$ cat config.mk
export PLATFORM = sky130hd
export DESIGN_NAME = sprite_bg_capture
export DESIGN_NICKNAME = d
export VERILOG_FILES = /design/src/rtl/pacman_gfx_pkg.sv /design/src/rtl/sprite_buf.sv /design/src/rtl/sprite_bg_capture.sv
export SDC_FILE = /design/constraint.sdc
export NUM_CORES = 1
export LEC_CHECK = 0
export BUFFER_PORTS_ARGS = -buffer_cell sky130_fd_sc_hd__buf_2
export CAP_MARGIN = 40
export CORE_MARGIN = 2
export CORE_UTILIZATION = 54
export CTS_BUF_LIST = sky130_fd_sc_hd__clkbuf_4 sky130_fd_sc_hd__clkbuf_8 sky130_fd_sc_hd__clkbuf_16
export CTS_CLUSTER_DIAMETER = 200
export DETAILED_ROUTE_END_ITERATION = 10
export PLACE_DENSITY = 0.76
export SLEW_MARGIN = 20
export SYNTH_ARGS = -nofsm -noshare
export SYNTH_HDL_FRONTEND = slang
export SYNTH_HIERARCHICAL = 1
export SYNTH_SLANG_ARGS = --single-unit
export TNS_END_PERCENT = 20
$ cat constraint.sdc
create_clock -name clk -period 1.9 [get_ports clk]
set_input_delay 0.285 -clock clk [delete_from_list [all_inputs] [get_ports clk]]
set_output_delay 0.285 -clock clk [all_outputs]
set_load 0.01 [all_outputs]
$ cat src/rtl/pacman_gfx_pkg.sv
// Shared graphics definitions for the pacman display path: screen geometry,
// coordinate widths and the background-capture state encoding.
package pacman_gfx_pkg;

    localparam int SCREEN_W = 160;
    localparam int SCREEN_H = 120;
    localparam int X_W      = 8;
    localparam int Y_W      = 7;

    typedef enum logic [2:0] {
        IDLE,
        CAPTURE,
        DRAIN,
        RESTORE,
        FINISH
    } sprite_bg_state_t;

endpackage

$ cat src/rtl/sprite_buf.sv
// Sprite background buffer: DEPTH x CW simple dual-port RAM with one write
// port and two independent registered read ports (old data on collision).
module sprite_buf #(
    parameter int DEPTH = 25,
    parameter int CW    = 3,
    parameter int AW    = 5
) (
    input  logic          clk,
    input  logic          wr_en,
    input  logic [AW-1:0] wr_addr,
    input  logic [CW-1:0] wr_data,
    input  logic [AW-1:0] rd_a_addr,
    output logic [CW-1:0] rd_a_data,
    input  logic [AW-1:0] rd_b_addr,
    output logic [CW-1:0] rd_b_data
);

    logic [CW-1:0] mem [DEPTH];

    always_ff @(posedge clk) begin
        if (wr_en) mem[wr_addr] <= wr_data;
    end

    always_ff @(posedge clk) begin
        rd_a_data <= mem[rd_a_addr];
        rd_b_data <= mem[rd_b_addr];
    end

endmodule

$ cat src/rtl/sprite_bg_capture.sv
// Captures the W x H framebuffer rectangle under a sprite into a local buffer.
// Define SPRITE_BG_RESTORE_EN to add the replay path to the VGA write port.
module sprite_bg_capture
    import pacman_gfx_pkg::*;
#(
    parameter int W  = 5,
    parameter int H  = 5,
    parameter int CW = 3
) (
    input  logic                     clk,
    input  logic                     resetn,
    input  logic                     start,
    input  logic [X_W-1:0]           org_x,
    input  logic [Y_W-1:0]           org_y,
    output logic [X_W-1:0]           fb_rd_x,
    output logic [Y_W-1:0]           fb_rd_y,
    input  logic [CW-1:0]            fb_rd_data,
`ifdef SPRITE_BG_RESTORE_EN
    input  logic                     restore,
    output logic [X_W-1:0]           vga_x,
    output logic [Y_W-1:0]           vga_y,
    output logic [CW-1:0]            colour,
    output logic                     plot,
`endif
    input  logic [$clog2(W*H)-1:0]   buf_rd_addr,
    output logic [CW-1:0]            buf_rd_data,
    output logic                     busy,
    output logic                     done
);

    localparam int N   = W * H;
    localparam int KW  = $clog2(N);
    localparam int CXW = (W > 1) ? $clog2(W) : 1;
    localparam int CYW = (H > 1) ? $clog2(H) : 1;

    sprite_bg_state_t state, state_nxt;

    logic [X_W-1:0] org_x_q;
    logic [Y_W-1:0] org_y_q;
    logic [CXW-1:0] cx;
    logic [CYW-1:0] cy;
    logic [KW-1:0]  k;
    logic           last;
    logic           step;
    logic           accept;
    logic           wr_vld_p1;
    logic [KW-1:0]  wr_idx_p1;
    logic [KW-1:0]  rst_rd_addr;
    logic [CW-1:0]  rst_rd_data;
    logic [X_W-1:0] pix_x;
    logic [Y_W-1:0] pix_y;

    assign k     = KW'(cy) * KW'(W) + KW'(cx);
    assign last  = (k == KW'(N - 1));
    assign pix_x = org_x_q + X_W'(cx);
    assign pix_y = org_y_q + Y_W'(cy);

    assign fb_rd_x = pix_x;
    assign fb_rd_y = pix_y;
    assign busy    = (state != IDLE);
    assign done    = (state == FINISH);
    // FINISH behaves like IDLE for new requests so operations can run back to back.
    assign accept  = ((state == IDLE) || (state == FINISH)) && (state_nxt != IDLE);

    always_comb begin
        state_nxt = state;
        step      = 1'b0;
        case (state)
            IDLE, FINISH: begin
                state_nxt = IDLE;
                if (start) state_nxt = CAPTURE;
`ifdef SPRITE_BG_RESTORE_EN
                else if (restore) state_nxt = RESTORE;
`endif
            end
            CAPTURE: begin
                step = 1'b1;
                if (last) state_nxt = DRAIN;
            end
            DRAIN: state_nxt = FINISH;
`ifdef SPRITE_BG_RESTORE_EN
            RESTORE: begin
                step = 1'b1;
                if (last) state_nxt = FINISH;
            end
`endif
            default: state_nxt = IDLE;
        endcase
    end

    always_ff @(posedge clk) begin
        if (!resetn) begin
            state     <= IDLE;
            cx        <= '0;
            cy        <= '0;
            org_x_q   <= '0;
            org_y_q   <= '0;
            wr_vld_p1 <= 1'b0;
        end else begin
            state     <= state_nxt;
            wr_vld_p1 <= (state == CAPTURE);
            if (accept) begin
                cx <= '0;
                cy <= '0;
                if (start) begin
                    org_x_q <= org_x;
                    org_y_q <= org_y;
                end
            end else if (step) begin
                if (last) begin
                    cx <= '0;
                    cy <= '0;
                end else if (cx == CXW'(W - 1)) begin
                    cx <= '0;
                    cy <= cy + 1'b1;
                end else begin
                    cx <= cx + 1'b1;
                end
            end
        end
    end

    // p1: framebuffer data returns one cycle after its address; index follows it
    always_ff @(posedge clk) begin
        wr_idx_p1 <= k;
    end

`ifdef SPRITE_BG_RESTORE_EN
    // Read one pixel ahead so the registered colour lines up with pix_x/pix_y.
    assign rst_rd_addr = (state == RESTORE && !last) ? k + 1'b1 : '0;
    assign plot        = (state == RESTORE);
    assign vga_x       = plot ? pix_x : '0;
    assign vga_y       = plot ? pix_y : '0;
    assign colour      = plot ? rst_rd_data : '0;
`else
    logic [CW-1:0] unused_rst_rd_data;
    assign rst_rd_addr        = '0;
    assign unused_rst_rd_data = rst_rd_data;
`endif

    sprite_buf #(
        .DEPTH (N),
        .CW    (CW),
        .AW    (KW)
    ) u_buf (
        .clk       (clk),
        .wr_en     (wr_vld_p1),
        .wr_addr   (wr_idx_p1),
        .wr_data   (fb_rd_data),
        .rd_a_addr (rst_rd_addr),
        .rd_a_data (rst_rd_data),
        .rd_b_addr (buf_rd_addr),
        .rd_b_data (buf_rd_data)
    );

endmodule

==> results of run 1 <==
==> final timing paths <==
path                endpoint  depth (start not counted)       start
setup / recovery  fb_rd_y[6]                          8       cy[0]
hold / removal    org_y_q[3]                          3    org_y[3]
setup reg to reg       cy[0]                          8       cy[0]
hold reg to reg   org_y_q[2]                          2  org_y_q[2]
==> power by group <==
group          switching (W)  internal [W]  total, W  leakage, nW
Combinational       0.000206      0.000164  0.000370         1.03
Clock               0.000822      0.000510   0.00133       0.0997
Sequential         0.0000336       0.00255   0.00258        0.948
==> cell type report <==
class                   instances  share of cell area
clock buffers                   9              0.0217
clock inverters                 7              0.0127
inverters                      11             0.00725
multi-input cells             224               0.343
flip-flops and latches        108               0.513
well taps                     108              0.0237
repair buffers                 68              0.0780
==> flip-flops by register name, summed over array words and instances (netlist names) <==
name and flops:
cx 3, cy 3, org_x_q 8, org_y_q 7, state 3, u_buf/mem 75, u_buf/rd_b_data 3, wr_idx_p1 5
wr_vld_p1 1
==> through the flow <==
stage / hold WS, ns / setup TNS [ns] / setup WS (ns)
CTS: 0.135 / -4.03 / -0.364
floorplan: 0.384 / -0.630 / -0.106
global route: 0.160 / -5.60 / -0.394
finish: 0.142 / -3.85 / -0.315
global placement: 0.458 / -1.42 / -0.179
detailed placement: 0.469 / -1.79 / -0.231
==> cell usage in the layout, fill, tap and decap left out, types with 4 or more instances in the layout <==
master	count
a21boi_0	14
a32oi_1	6
and2_1	6
buf_2	44
buf_4	17
buf_6	5
clkbuf_8	9
dfxtp_1	26
dfxtp_2	6
edfxtp_1	75
ha_1	8
ha_4	8
inv_1	8
mux2i_1	13
mux4_2	12
nand2_1	40
nand3_1	4
nand3b_1	6
nor2_1	30
nor3_2	5
o22ai_1	6
o31ai_1	4
or3b_2	4
xnor2_1	8
xor2_1	5
==> worst max-delay path, delay by kind of cell, from the launching register on <==
family	cells	cell delay (ns)
adder cells (fa/ha/maj)	2	0.50
flip-flops	1	0.38
buffers and inverters	3	0.28
AND/OR/NAND/NOR	1	0.15
XOR/XNOR	1	0.14
AO/OA/AOI/OAI	1	0.12
==> layer usage <==
layer  wire (µm)  GRT usage
met1        3790      0.262
met2        4790      0.351
met3         580     0.0358
met4         202     0.0855
met5           0          0
==> timing repair <==
action / in CTS / in global routing
setup endpoints to repair: 21 / 22
gates resized for setup: 30 / 13
setup buffers: 4 / 2
pin swaps: 12 / 8
cloned: 0 / 0
==> results.yml, run 1 <==
sta:
  finalWorstSetupSlack_ns: -0.315
  slew-limit-headroom: 0.609
  tightest_slew_ns: 0.587
  fin_crit_sh: 1.17
  slew_violations: 0
  hold_viol: 0
  period_needed_ns: 2.22
  fin_skew_ns: 0.0165
  rsz0062_at_grt: "yes"
  timing.fmax_mhz: 451
  setup_violations: 21
clocking:
  hold_buffers: 0
  insertion_delay_ns: 0.38
  cts_made_buffers: 9
  cts.path.max_buffers: 2
  h-tree-depth: 3
  cts_root_buffer: "clkbuf_8"
  cts.sinks: 108
  clk_pin_slew_ns: 0.11
  cts_tree: "built"
critical_path:
  required_ns: 1.62
  worstPathMaxFanout: 2
  startpoint_type: "register"
  critPathMaxStageDelay_ns: 0.38
  path_class: "register to output port"
  cp.arrival_ns: 1.93
  cp_slowest_cell: "dfxtp_4"
  cp-end-kind: "output port"
  regToRegSetupSlack_ns: -0.26
  worstPathCellList: "buf_6, ha_4, inv_2, fa_2, nor2b_4, o2111ai_2, xnor2_1, buf_2"
pwr:
  vdd_drop_max_v: 0.000369
  power_w: 0.00428
  leakage_nw: 2.08
  power_density_mw_per_mm2: 752
synthesis:
  yosys_warnings: 6
  syn_avg_cell_area_um2: 13.4
  syn_area_mm2: 0.00477
  synth_nets: 402
  syn_inst: 356
detailed_routing:
  drtIter0Drc: 185
  postRouteAntennaNets: 0
  routed_wl_um: 9370
  viasPerCell: 5.70
  vias: 3048
  drc: 0
  drt-pass1-iter-count: 5
  wl_per_cell_um: 17.5
global_routing:
  grt_pass1_wl_um: 15200
  grtUsageTotal: 0.206
  grt_pass1_vias: 3069
  antenna_found_initial: 0
  grt_max_degree: 26
  overflow: 0
cells_and_area:
  nFillCells: 606
  regArea_mm2: 0.00292
  nets: 468
  multi_input_area_mm2: 0.00196
  final_cells: 535
  drive_above_1_share: 0.344
  areaGrowthSynthToFinish_pct: 19.4
  antenna_cells: 0
  utilization: 0.660
  postLayoutCellArea_mm2: 0.00570
place:
  place_congestion: 0.868
  dp.cells: 513
  postPlaceCellArea_mm2: 0.00525
  place_hpwl_um: 6540
  port_buffers: 45
floorplan:
  fp-row-count: 34
  die-area_mm2: 0.00960
  start_util: 0.552
  dieHeight_um: 98.0
  die_w_um: 98.0
  coreArea_mm2: 0.00864
  io_pins: 46
outcome:
  violations: "negative setup slack"
  status: "complete, but fails checks"
job:
  cap_violations: 0
hold_path:
  min_path_type: "primary input to register"
Power figures use the tool's default switching activity.
==> run 2, diff against run 1 <==
--- a/config.mk
+++ b/config.mk
@@ -12,6 +12,7 @@
 export CTS_BUF_LIST = sky130_fd_sc_hd__clkbuf_4 sky130_fd_sc_hd__clkbuf_8 sky130_fd_sc_hd__clkbuf_16
 export CTS_CLUSTER_DIAMETER = 200
 export DETAILED_ROUTE_END_ITERATION = 10
+export MAX_ROUTING_LAYER = met4
 export PLACE_DENSITY = 0.76
 export SLEW_MARGIN = 20
 export SYNTH_ARGS = -nofsm -noshare
==> results.yml, run 2 (synthesized netlist as in run 1, its figures left out) <==
critical_path:
  startpoint_type: "register"
  required_ns: 1.62
  cp-end-kind: "output port"
  worstPathCellList: "buf_6, ha_4, inv_2, fa_2, nor2b_4, o2111ai_2, xnor2_1, buf_2"
  crit_family: "adder cells"
  critPathBufInv: 3
  worstPathMaxFanout: 2
  path_class: "register to output port"
  cp_slowest_cell: "dfxtp_4"
  cp.arrival_ns: 1.94
  critPathMaxStageDelay_ns: 0.38
global_routing:
  overflow: 0
  grtUsageTotal: 0.213
  grt_max_degree: 26
  antenna_found_initial: 0
  grt_pass1_vias: 3067
  grt_pass1_wl_um: 15200
clocking:
  insertion_delay_ns: 0.38
  cts.path.max_buffers: 2
  h-tree-depth: 3
  cts_root_buffer: "clkbuf_8"
  cts.sinks: 108
  hold_buffers: 0
  cts_made_buffers: 9
  cts_tree: "built"
  clk_pin_slew_ns: 0.11
cells_and_area:
  nFillCells: 606
  antenna_cells: 0
  final_common_cell: "edfxtp_1"
  final_cells: 535
  largest_reg_flops: 75
  areaGrowthSynthToFinish_pct: 19.4
  regMostFlops: "u_buf/mem"
  drive_above_1_share: 0.344
  final_cell_mix: "edfxtp_1, buf_2, nand2_1"
  nets: 468
  postLayoutCellArea_mm2: 0.00570
  largest_registers: "u_buf/mem x75, org_x_q x8, org_y_q x7"
detailed_routing:
  postRouteAntennaNets: 0
  drc: 0
  drtIter0Drc: 168
  routed_wl_um: 9400
  wl_per_cell_um: 17.6
  drt-pass1-iter-count: 4
  vias: 3046
  viasPerCell: 5.69
outcome:
  status: "complete, but fails checks"
  violations: "negative setup slack"
floorplan:
  die_w_um: 98.0
  dieHeight_um: 98.0
  coreArea_mm2: 0.00864
  io_pins: 46
  fp-row-count: 34
  start_util: 0.552
  die-area_mm2: 0.00960
sta:
  holdWs_ns: 0.139
  timing.fmax_mhz: 450
  finalWorstSetupSlack_ns: -0.323
  slew-limit-headroom: 0.601
  setup_violations: 21
  fin_crit_sh: 1.17
  period_needed_ns: 2.22
  fin_skew_ns: 0.0174
  rsz0062_at_grt: "yes"
  tightest_slew_ns: 0.599
  hold_viol: 0
  slew_violations: 0
pwr:
  power_frac_seq: 0.602
  p_sw_w: 0.00107
  power.clock.fraction: 0.312
  pwr-share-comb: 0.086
  vdd_drop_max_v: 0.000372
  switching_share: 0.249
  power_density_mw_per_mm2: 753
  leakage_nw: 2.08
  p_int_w: 0.00322
place:
  port_buffers: 45
  place_congestion: 0.883
  pre_cts_ws_ns: -0.231
  place_hpwl_um: 6540
  dp.cells: 513
  postPlaceCellArea_mm2: 0.00525
job:
  cap_violations: 0
hold_path:
  min_path_type: "primary input to register"
[run 2: what timing repair did]
item | in CTS | in global routing
pin swaps | 12 | 8
endpoints found under the hold margin | 0 | 0
setup buffers | 4 | 2
endpoints found under the setup margin | 21 | 22
gates resized for setup | 30 | 13
[run 2: power by group through the flow]
stage / Sequential (W) / Combinational, W / Clock [W]
2_1_floorplan: 0.00263 / 0.000209 / 0
4_1_cts: 0.00258 / 0.000366 / 0.00137
6_report: 0.00258 / 0.000371 / 0.00134
3_5_place_dp: 0.00263 / 0.000346 / 0
5_1_grt: 0.00259 / 0.000404 / 0.00147
3_3_place_gp: 0.00263 / 0.000337 / 0
[run 2: stage by stage]
stage          power [W]   util  TNS [ns]
4_1_cts          0.00432  0.652     -4.03
3_5_place_dp     0.00298  0.608     -1.79
3_3_place_gp     0.00297  0.608     -1.42
5_1_grt          0.00446  0.660     -5.60
6_report         0.00429  0.660     -3.90
2_1_floorplan    0.00284      -    -0.630
[run 2: layout make-up]
cell class / instances / area, µm² / area share
clock buffers: 9 / 124 / 0.0217
clock inverters: 7 / 72.6 / 0.0127
inverters: 11 / 41.3 / 0.00725
multi-input cells: 224 / 1960 / 0.343
flip-flops and latches: 108 / 2920 / 0.513
well taps: 108 / 135 / 0.0237
repair buffers: 68 / 444 / 0.0780
[run 2: metal layers]
layer	share of wire	wire, µm	global-route usage
met1	0.41	3850	0.264
met2	0.51	4770	0.351
met3	0.057	540	0.0336
met4	0.026	240	0.0855
met5	0	0	-
[run 2: final timing paths]
path | start | end | slack [ns] | depth (start not counted)
worst max register to register | cy[0] | cy[0] | -0.26 | 8
worst min-delay path | org_y[3] | org_y_q[3] | 0.14 | 3
worst max-delay path | cy[0] | fb_rd_y[6] | -0.32 | 8
worst min register to register | org_y_q[2] | org_y_q[2] | 0.48 | 2
[run 2: worst reg2reg max path: cells and delay by family (launching register included)]
family                     cells  cell delay [ns]
and+or+nand+nor                3             0.35
adders and majority gates      3             0.92
AOI/OAI and AO/OA              1             0.27
buffers and inverters          1             0.12
DFF                            1             0.37
